[src/rtl/if0_fetch_ctrl.sv]
// IF0 fetch-PC sequencer: owns fetch_pc, issues one I-cache request per fetch block,
// arbitrates redirects (exception > branch > predictor) and parks fetch on IDLE.
module if0_fetch_ctrl #(
    parameter logic [31:0] RESET_PC    = 32'h1C00_0000,
    parameter int          FETCH_WIDTH = 2
) (
    input  logic        clk,
    input  logic        rst,
    input  logic        flush_excp,
    input  logic [31:0] excp_target,
    input  logic        flush_br,
    input  logic [31:0] br_target,
    input  logic        pred_taken,
    input  logic [31:0] pred_target,
    input  logic        idle_req,
    output logic        icache_req,
    output logic [31:0] icache_addr,
    input  logic        icache_addr_ok,
    output logic        icache_cancel,
    input  logic        if0_allowin,
    output logic        if0_readygo,
    output logic [31:0] fetch_pc,
    output logic [31:0] pc_next,
    output logic        flush
);

    localparam logic [31:0] BLK_BYTES = 32'(FETCH_WIDTH * 4);
    localparam logic [31:0] BLK_MASK  = BLK_BYTES - 32'd1;

    typedef enum logic [1:0] {
        ST_REQ  = 2'd0,
        ST_HOLD = 2'd1,
        ST_IDLE = 2'd2
    } state_t;

    state_t      state_reg;
    logic [31:0] fetch_pc_reg;
    logic        idle_pend_reg;

    logic        redirect;
    logic [31:0] redirect_target;
    logic [31:0] excp_pc;

    assign redirect = flush_excp | flush_br | pred_taken;
    assign flush    = flush_excp | flush_br;
    assign excp_pc  = excp_target & ~32'h3;

    always_comb begin
        redirect_target = pred_target & ~32'h3;
        if (flush_excp) begin
            redirect_target = excp_pc;
        end else if (flush_br) begin
            redirect_target = br_target & ~32'h3;
        end
    end

    assign fetch_pc    = fetch_pc_reg;
    assign icache_addr = fetch_pc_reg;
    assign pc_next     = (fetch_pc_reg & ~BLK_MASK) + BLK_BYTES;

    // Handshake outputs react to this cycle's redirects, so they are decoded from the
    // registered state; they are held low while reset is asserted.
    always_comb begin
        icache_req    = 1'b0;
        if0_readygo   = 1'b0;
        icache_cancel = 1'b0;
        if (!rst) begin
            case (state_reg)
                ST_REQ: begin
                    icache_req    = ~redirect;
                    // A block abandoned for IDLE is never handed to IF1.
                    if0_readygo   = icache_addr_ok & ~redirect & ~idle_req;
                    icache_cancel = icache_addr_ok & (redirect | idle_req);
                end
                ST_HOLD: begin
                    if0_readygo   = ~redirect;
                    icache_cancel = redirect;
                end
                default: begin
                end
            endcase
        end
    end

    always_ff @(posedge clk or posedge rst) begin
        if (rst) begin
            state_reg     <= ST_REQ;
            fetch_pc_reg  <= RESET_PC;
            idle_pend_reg <= 1'b0;
        end else begin
            case (state_reg)
                ST_REQ: begin
                    if (redirect) begin
                        fetch_pc_reg <= redirect_target;
                    end else if (idle_req) begin
                        state_reg <= ST_IDLE;
                    end else if (icache_addr_ok) begin
                        if (if0_allowin) begin
                            fetch_pc_reg <= pc_next;
                        end else begin
                            state_reg <= ST_HOLD;
                        end
                    end
                end
                ST_HOLD: begin
                    if (redirect) begin
                        fetch_pc_reg  <= redirect_target;
                        state_reg     <= ST_REQ;
                        idle_pend_reg <= 1'b0;
                    end else if (if0_allowin) begin
                        fetch_pc_reg  <= pc_next;
                        state_reg     <= (idle_req | idle_pend_reg) ? ST_IDLE : ST_REQ;
                        idle_pend_reg <= 1'b0;
                    end else begin
                        // IDLE pulse seen while the block waits; honour it after transfer.
                        idle_pend_reg <= idle_pend_reg | idle_req;
                    end
                end
                ST_IDLE: begin
                    if (flush_excp) begin
                        fetch_pc_reg <= excp_pc;
                        state_reg    <= ST_REQ;
                    end
                end
                default: begin
                    state_reg <= ST_REQ;
                end
            endcase
        end
    end

endmodule
[config.mk]
export PLATFORM = sky130hd
export DESIGN_NAME = if0_fetch_ctrl
export DESIGN_NICKNAME = d
export VERILOG_FILES = /design/src/rtl/if0_fetch_ctrl.sv
export SDC_FILE = /design/constraint.sdc
export NUM_CORES = 1
export LEC_CHECK = 0
export ABC_AREA = 0
export CAP_MARGIN = 20
export CORE_UTILIZATION = 41
export DETAILED_ROUTE_END_ITERATION = 6
export PLACE_DENSITY = 0.88
export SYNTH_ARGS = -nofsm -noshare
export SYNTH_HDL_FRONTEND = slang
export SYNTH_SLANG_ARGS = --single-unit
[constraint.sdc]
create_clock -name clk -period 6.2 [get_ports clk]
set_input_delay 1.55 -clock clk [delete_from_list [all_inputs] [get_ports clk]]
set_output_delay 1.55 -clock clk [all_outputs]
set_load 0.02 [all_outputs]
==> metrics.md <==
| Metric | Value |
|---|---|
| Post-synthesis sequential area ratio | `0.2513` |
| Hold Crit Class | `flip-flop to flip-flop` |
| Main combinational cell family by area after synthesis | `compound AO/OA/AOI/OAI gates` |
| Crit-path max FO | `9` |
| Most common cell after layout, fill and taps aside | `clkdlybuf4s50_1` |
| CTS tree | `done` |
| Inserted Diodes | `0` |
| Antenna-violating nets left | `0` |
| Via count | `between 3000 and 4000` |
| MaxCap Viol Count | `0` |
| Crit path top cell by count | `clkdlybuf4s50_1` |
| Commonest non-fill, non-tap cells in the layout | `clkdlybuf4s50_1 (189), nor2_1 (38), o21ai_0 (32), dfrtp_1 (30)` |
| Mapped Area | `0.003301 mm2` |
| CP startpoint kind | `input pin` |
| Post-synthesis mux area share | `0.09894` |
| Die width | `slightly above 90 um` |
| Main flop type after synthesis | `dfrtp_1` |
| Nets@finish | `653` |
| Mapped Cells | `slightly above 400` |
| Final wirelength | `roughly 11000 um` |
| Synth top area share | `0.2274` |
| Die ar. | `0.008413 mm2` |
| Dpl hpwl | `8466 um` |
| Iter 0 DRT Violations | `176` |
| Req. time, crit path | `about 4.7 ns` |
| Final setup fails | `0` |
| Final Wtd Congestion | `around 0.86` |
| I/O pin total | `just over 200` |
| Pwr dens | `roughly 210 mW/mm2` |
| Die height | `91.73 um` |
| Vias in the first global route | `3409` |
| Async SR Flop Fraction | `1.000` |
| Worst VDD drop | `between 0.1 and 0.15 mV` |
| Synth Area in XOR/XNOR | `0.07165` |
| Period minus WS final | `5.207 ns` |
| Clock Skews | `about 0.011 ns` |
| Pre-CTS setup slack | `1.012 ns` |
| Crit path cell chain | `clkdlybuf4s50_1 > nor3_2 > o21ai_0 > nor3_1 > clkdlybuf4s50_1` |
| Clk sinks | `33` |
| Max stage delay on crit path | `approximately 0.64 ns` |
| Family with the most delay on the worst path | `buffers and inverters` |
| Status | `finished clean` |
| Clock Latency Late Sink | `between 0.2 and 0.3 ns` |
| Core Area | `between 0.007 and 0.008 mm2` |
| Flip-flop count of the largest register after layout | `30` |
| Complex-gate fraction of the synthesized area | `0.2297` |
| Area Overhead vs Synth | `53.60%` |
| Cts-stage hold buffer count | `0` |
| Max-slew headroom | `0.2716` |
| Via density | `about 5.5` |
| First-pass GRT wire length | `around 18000 um` |
| Setup Crit Path Kind | `input pin to output port` |
| Power Total | `1.061 mW` |
| Setup Fix Bufs, Post-CTS | `0` |
| Final worst path period share | `0.8398` |
| Max Buffers Root-to-Sink | `2` |
| Total gr overflow | `0` |
| Adder-cell area share of the yosys netlist | `0.003791` |
| Drt drc | `0` |
| PortBufs | `190` |
| Buf/Inv on CP | `2` |
| CTS H-Tree Depth | `2` |
| Fin. Hold Viols | `0` |
| Synthesized flop and latch total | `33` |
| Root buffer cell | `clkbuf_8` |
| Crit path DAT | `3.66 ns` |
| Critical Path End Type | `output port` |
| Post-Route Utilization | `0.6527` |
| Post-cts gate resize count | `0` |
| Slew @ Worst Pin | `1.089 ns` |
| Total GRT Usage | `0.2618` |
| RSZ-0062 raised after global routing | `no` |
| Ys Warns | `0` |
| DR WL/cell | `17.15 um` |
| Setup TNS | `0 ns` |
| Starting density of the core | `0.4249` |
| Leading post-synthesis cells by cell area | `dfrtp_1 (23%), buf_4 (8.4%), mux2i_1 (5.5%)` |
| Mean Syn Cell Area | `~8.1 um2` |
| CTS buffer count | `5` |
| Slowest CP cell | `clkdlybuf4s50_1` |
| FILL cells | `637` |
| Post-synthesis simple-gate area fraction | `0.2020` |
| Post-route setup slack | `between 0.9 and 1 ns` |
| Leak Pwr | `1.985 nW` |
| CTS clock-pin slew for the worst setup and hold paths | `around 0.08 ns` |
| Share of cells above drive strength 1 | `0.08561` |
| Pre-antenna DRT Iters | `5` |
| Largest area contributor in the netlist | `dfrtp_1` |
| FMAX | `0.1921 GHz` |
| Initial antenna violation count | `0` |
| Largest net degree at the start of global routing | `60` |
| Cell variety after synth | `54` |
| Number of enable flip-flop cells after synthesis | `0` |
| Row Count | `32` |
| Pins Over Slew Limit | `0` |
## per-layer routing
layer | part of all wire | track usage | vias to the layer above | wire length [um]
li1 | - | - | 1721 | -
met5 | 0 | 0 | - | 0
met2 | 0.50 | 0.4699 | 166 | 5628
met3 | 0.068 | 0.03897 | 9 | 759
met1 | 0.42 | 0.3311 | 1703 | 4674
met4 | 0.0091 | 0.05729 | 0 | 102
## synth_stat cells (4+ instances only)
cell type / count
buf_2: 7
a21oi_1: 19
xor2_1: 10
inv_1: 19
or2_2: 4
clkbuf_1: 20
mux2_2: 13
nor3_1: 9
xnor2_1: 17
o21ai_0: 32
o2bb2ai_1: 6
a31oi_1: 10
nand2b_1: 4
a22oi_1: 9
nand3_1: 13
mux2i_1: 18
o31a_1: 7
o22ai_1: 11
dfrtp_1: 30
nor2_1: 38
a221oi_1: 7
and3_1: 4
nand2_1: 12
buf_4: 37
nor4_1: 4
nand4_1: 5
## where the power goes
| part | internal [mW] | switching [mW] |
|---|---|---|
| Combinational | 0.288 | 0.275 |
| Clock | 0.0907 | 0.0821 |
| Sequential | 0.250 | 0.0749 |
| Total | 0.629 | 0.432 |
## metrics by stage
step	hold WS [ns]	instances	cell area (um2)
5_1_grt	0.5607	651	5070
3_5_place_dp	0.5081	643	4980
6_report	0.5251	651	5070
4_1_cts	0.5199	651	5070
3_3_place_gp	0.4956	643	4980
2_1_floorplan	0.5051	414	3323
## worst reg2reg max path: cells and delay by family, from the launching register on
family | cells | cell delay, ns
flip-flops | 1 | 0.49
AND/OR/NAND/NOR | 3 | 1.04
AO/OA/AOI/OAI | 2 | 0.44
adder cells (fa/ha/maj) | 1 | 0.27
## cell type report
class | instances | area, um2 | area share
clock buffer | 8 | 90.09 | 0.01777
tap | 102 | 127.6 | 0.02517
inverter | 19 | 71.32 | 0.01407
multi-input combinational | 296 | 2032 | 0.4008
sequential | 33 | 829.5 | 0.1636
timing repair buffer | 193 | 1919 | 0.3786
## logic make-up after synthesis
logic type | count (synthesis)
multiplexers | 31
XOR/XNOR | 27
AND/OR/NAND/NOR | 113
flip-flops | 33
AO/OA/AOI/OAI | 117
buffers and inverters | 85
other | 1
adder cells (fa/ha/maj) | 1
## path summary, 6_finish.rpt
check                                          from                  endpoint  slack, ns  cells after the start
max                                      flush_excp               if0_readygo       0.99                      5
min                        fetch_pc[28]$_DFFE_PP1P_  fetch_pc[28]$_DFFE_PP1P_       0.53                      2
max reg2reg                 fetch_pc[3]$_DFFE_PP0P_  fetch_pc[29]$_DFFE_PP0P_       3.89                      6
min reg2reg                fetch_pc[28]$_DFFE_PP1P_  fetch_pc[28]$_DFFE_PP1P_       0.53                      2
max in group asynchronous                       rst  fetch_pc[27]$_DFFE_PP1P_       4.05                      3
min in group asynchronous                       rst  state_reg[0]$_DFFE_PP0P_       1.78                      3
No activity file was read; power rests on OpenSTA's default activity.
